[src/rtl/traffic_light_ctrl.sv]
// Six-phase highway / farm-road traffic light controller.
// Highway rests on green; the farm road is served only while it has cars
// queued, bounded by minimum/maximum green dwell, yellow and all-red clearance.
module traffic_light_ctrl #(
    parameter int unsigned MIN_HW_GREEN = 8,
    parameter int unsigned MIN_FR_GREEN = 4,
    parameter int unsigned MAX_FR_GREEN = 12,
    parameter int unsigned YELLOW_TIME  = 3,
    parameter int unsigned ALL_RED_TIME = 1
) (
    input  logic       traffic_clk,
    input  logic       reset,
    input  logic       fr_car_in_queue,
    input  logic       hw_car_in_queue,
    output logic       HighWay_Green,
    output logic       HighWay_Yellow,
    output logic       HighWay_Red,
    output logic       FarmRoad_Green,
    output logic       FarmRoad_Yellow,
    output logic       FarmRoad_Red,
    output logic [2:0] phase,
    output logic       fr_go
);

    typedef enum logic [2:0] {
        HW_GREEN  = 3'd0,
        HW_YELLOW = 3'd1,
        RED_TO_FR = 3'd2,
        FR_GREEN  = 3'd3,
        FR_YELLOW = 3'd4,
        RED_TO_HW = 3'd5
    } state_t;

    // Dwell limits widened to match the 9-bit elapsed count.
    localparam logic [8:0] MIN_HW = 9'(MIN_HW_GREEN);
    localparam logic [8:0] MIN_FR = 9'(MIN_FR_GREEN);
    localparam logic [8:0] MAX_FR = 9'(MAX_FR_GREEN);
    localparam logic [8:0] YEL    = 9'(YELLOW_TIME);
    localparam logic [8:0] ALLRED = 9'(ALL_RED_TIME);

    state_t     state, state_nxt;
    logic [7:0] timer;
    logic [8:0] elapsed;

    // Cycles already spent in the current state, including this one;
    // one bit wider so a saturated timer cannot wrap.
    assign elapsed = {1'b0, timer} + 9'd1;

    // Next-state selection from dwell time and queue status.
    always_comb begin
        state_nxt = state;
        case (state)
            HW_GREEN:  if (elapsed >= MIN_HW && fr_car_in_queue) state_nxt = HW_YELLOW;
            HW_YELLOW: if (elapsed == YEL)    state_nxt = RED_TO_FR;
            RED_TO_FR: if (elapsed == ALLRED) state_nxt = FR_GREEN;
            FR_GREEN:  if (elapsed >= MIN_FR &&
                           (!fr_car_in_queue || (elapsed >= MAX_FR && hw_car_in_queue)))
                           state_nxt = FR_YELLOW;
            FR_YELLOW: if (elapsed == YEL)    state_nxt = RED_TO_HW;
            RED_TO_HW: if (elapsed == ALLRED) state_nxt = HW_GREEN;
            default:   state_nxt = HW_GREEN;  // codes 6/7 recover to highway green
        endcase
    end

    // State, dwell timer (cleared on every state change, saturating) and fr_go pulse.
    always_ff @(posedge traffic_clk) begin
        if (reset) begin
            state <= HW_GREEN;
            timer <= 8'd0;
            fr_go <= 1'b0;
        end else begin
            state <= state_nxt;
            if (state_nxt != state)  timer <= 8'd0;
            else if (timer != 8'hFF) timer <= timer + 8'd1;
            fr_go <= (state == RED_TO_FR) && (state_nxt == FR_GREEN);
        end
    end

    // Lamp decode: one lamp per road, red whenever that road is not being served.
    always_comb begin
        HighWay_Green   = 1'b0;
        HighWay_Yellow  = 1'b0;
        HighWay_Red     = 1'b1;
        FarmRoad_Green  = 1'b0;
        FarmRoad_Yellow = 1'b0;
        FarmRoad_Red    = 1'b1;
        case (state)
            HW_GREEN:  begin HighWay_Green   = 1'b1; HighWay_Red  = 1'b0; end
            HW_YELLOW: begin HighWay_Yellow  = 1'b1; HighWay_Red  = 1'b0; end
            FR_GREEN:  begin FarmRoad_Green  = 1'b1; FarmRoad_Red = 1'b0; end
            FR_YELLOW: begin FarmRoad_Yellow = 1'b1; FarmRoad_Red = 1'b0; end
            default: ;
        endcase
    end

    assign phase = state;

endmodule

[config.mk]
export PLATFORM = sky130hd
export DESIGN_NAME = traffic_light_ctrl
export DESIGN_NICKNAME = d
export VERILOG_FILES = /design/src/rtl/traffic_light_ctrl.sv
export SDC_FILE = /design/constraint.sdc
export NUM_CORES = 1
export LEC_CHECK = 0
export ABC_AREA = 1
export BUFFER_PORTS_ARGS = -buffer_cell sky130_fd_sc_hd__buf_2
export CAP_MARGIN = 25
export CORE_ASPECT_RATIO = 1.25
export CORE_MARGIN = 2
export CORE_UTILIZATION = 35
export CTS_CLUSTER_SIZE = 25
export DETAILED_ROUTE_END_ITERATION = 10
export PLACE_DENSITY = 0.61
export SLEW_MARGIN = 20
export SYNTH_ARGS = -nofsm -noshare
export SYNTH_HDL_FRONTEND = slang
export SYNTH_SLANG_ARGS = --single-unit
[constraint.sdc]
create_clock -name traffic_clk -period 2.05 [get_ports traffic_clk]
set_clock_uncertainty 0.15 [all_clocks]
set_input_delay 0.41 -clock traffic_clk [delete_from_list [all_inputs] [get_ports traffic_clk]]
set_output_delay 0.41 -clock traffic_clk [all_outputs]
set_load 0.01 [all_outputs]
==> metrics <==
crit end category=register; largest family of logic cells by synthesized area=simple AND/OR/NAND/NOR gates; area of the core=about 0.0025 mm^2; Worst-Skew Late Latency=270 ps; status=finished with violations; Adder-Cell Fraction of Synth Area=0.0406; first-pass detailed-route iteration total=4; post-synthesis simple-gate area fraction=0.532; total placed cells including tap cells=~200; critical-path cell list=buf_6, nand2_2, nor2_4, nand3_2, nand2_2, nand2_4, nor2_8, nand2_2, nand2_2, nand3_2, nor2_4, nand2_2, nand2_2, nand2_4, nor3_2; Iter 0 DRT Violations=28; Layout Nets=182; Fmax achieved=roughly 460 MHz; commonest cells after routing, fill and taps aside=nand2_1, nand2_2, buf_4; Synth Area in XOR/XNOR=0.00947; # fillers=220; RePlAce Congestion=about 0.95; crit path launch type=register; Setup WS pre-CTS=-101 ps; first-pass GRT wire length=3780 um; vias per cell=4.96; Max clock buf depth=2; initial antenna violation count=0; Post-route DRC=0; Max-Cap Viols=0; Post-Synthesis Cells=approximately 140; sequential cell area=around 250 um^2; critical path's slowest cell=dfxtp_4; crit path max fanout=8; TritonCTS clock tree=yes; Power Density=416 mW/mm^2; Buf+Inv Stages, Crit Path=1; RSZ-0062 raised after global routing=true; grt met3 use=0.0194; peak per-stage delay on the critical path=about 370 ps; CTS Buf Count=3; Initial Util=0.373; Syn Nets=roughly 140; Slew HR=0.616; Worst-Margin Slew=roughly 570 ps; Final HPWL DP=1800 um; Hold Path Cell Cnt=2; final instance area=approximately 0.0014 mm^2; R2R setup slack=-100 ps; worst path arrival time=between 2000 and 2500 ps; number of inserted diodes=0; Final min period=about 2200 ps; share of cells above drive strength 1=0.552; Fin Hold WS=between 150 and 200 ps; clock slew seen by the registers of the worst setup and hold paths=around 80 ps; Top Usage Layer GRT=met2; pin count of the biggest net entering global routing=9; worst min path class=in -> reg; YS warnings=0; # clock sinks=12; Final Hold Fails=0; Post-Syn Area=slightly above 900 um^2; DP Area=roughly 0.0011 mm^2; Die Y=61.5 um; failing checks=negative setup slack; die area=between 0.003 and 0.004 mm^2; CTS H-Tree Depth=1; Total Routed Length=2560 um; Static Leak=between 0.6 and 0.7 nW; Site Rows=20; Max Slew Vio Count=0; Tot GR Track Use=0.165; worst-case reg-to-reg path depth=15; maximum VDD drop=about 460 uV; DR WL/cell=roughly 12 um; mux contribution to synthesized area=0; met1 Use GR=0.193; crit share post-route=1.05; M2 GR Usage=0.278; Die Span X=around 50 um; Top Family by Delay on Critical Path=simple AND/OR/NAND/NOR gates; io pins=14; P&R area growth vs syn=49.4%; final setup fails=10; number of global-route vias before repair=approximately 900; CTS root buffer=clkbuf_4; footprint of the multi-input gates=742 um^2; Fin Setup TNS=-788 ps; GR Overflow Total=0; final cell count without fillers=roughly 210; Mean Syn Cell Area=between 6 and 7 um^2; Distinct cells, synth=24; commonest non-fill, non-tap cell in the layout=nand2_1; Port Buffer Count=13; worst setup path class=reg -> reg; final setup margin=-102 ps; Most Frequent Cell on Critical Path=nand2_2; Synth Area in Compound Gates=0.0690; vias=just over 1000; Yosys reg bits=12; required time worst endpoint=2100 ps; Crit. path cell count=15; Final ANT Viol Nets=0; sequential fraction of the synthesis area=0.260
-- layer usage --
metal,up-vias,share of wire,routed length [um]
met5,-,0,0
met4,0,0.024,62
met3,6,0.028,72
met2,27,0.53,1350
met1,479,0.42,1080
li1,514,-,-
-- flip-flops by register name (all words and copies together), names as in the netlist --
register  flops
phase         3
timer         8
fr_go         1
-- layout make-up --
class                           instances  area share
Multi-Input combinational cell        103       0.537
Sequential cell                        12       0.179
Timing Repair Buffer                   33       0.167
Inverter                               22      0.0607
Tap cell                               33      0.0299
Clock buffer                            4      0.0263
-- report_power, final --
group | internal, mW | switching, mW | total [mW] | leakage, nW
Clock | 0.108 | 0.0781 | 0.186 | 0.0210
Sequential | 0.242 | 0.0102 | 0.252 | 0.0990
Combinational | 0.0603 | 0.0764 | 0.137 | 0.512
Total | 0.410 | 0.165 | 0.575 | 0.632
-- worst paths after layout --
check | startpoint | endpoint
worst max-delay path | timer[1] | timer[1]
worst min-delay path | reset | phase[0]
worst max register to register | timer[1] | timer[1]
worst min register to register | timer[0] | timer[0]
-- metrics by stage --
stage	utilization	power, mW
2_1_floorplan	-	0.318
5_1_grt	0.558	0.603
3_5_place_dp	0.456	0.356
4_1_cts	0.502	0.554
3_3_place_gp	0.456	0.354
6_report	0.558	0.575
-- timing repair --
item | CTS | global route
setup endpoints to repair | 9 | 13
hold buffers | 0 | 0
resized for setup | 17 | 29
hold endpoints to repair | 0 | 0
setup buffers | 3 | 4
pin swaps | 8 | 16
-- synth_stat cells --
cell / instances / area, um^2
nor2_1: 12 / 45.0
nand2_4: 2 / 22.5
nand2_2: 6 / 37.5
clkinv_1: 3 / 11.3
a211oi_1: 1 / 7.51
nand3_2: 4 / 40.0
nor2_8: 1 / 20.0
o21bai_1: 1 / 7.51
o21ai_0: 1 / 5.00
a21oi_2: 1 / 8.76
and3_1: 1 / 6.26
nand2_1: 35 / 131
dfxtp_1: 12 / 240
ha_1: 3 / 37.5
nor3_1: 4 / 20.0
nor3_2: 8 / 80.1
nand3_1: 12 / 60.1
xor2_1: 1 / 8.76
nor2_4: 2 / 22.5
o21ai_1: 1 / 5.00
a21oi_1: 6 / 30.0
inv_2: 3 / 11.3
inv_1: 16 / 60.1
nor2_2: 1 / 6.26
-- logic make-up after synthesis --
kind of cell / count (synthesis)
buffers and inverters: 22
adders and majority gates: 3
AOI/OAI and AO/OA: 11
DFF: 12
and+or+nand+nor: 88
xor gates and xnor gates: 1
Note: power is estimated with default switching activity, not from simulation.
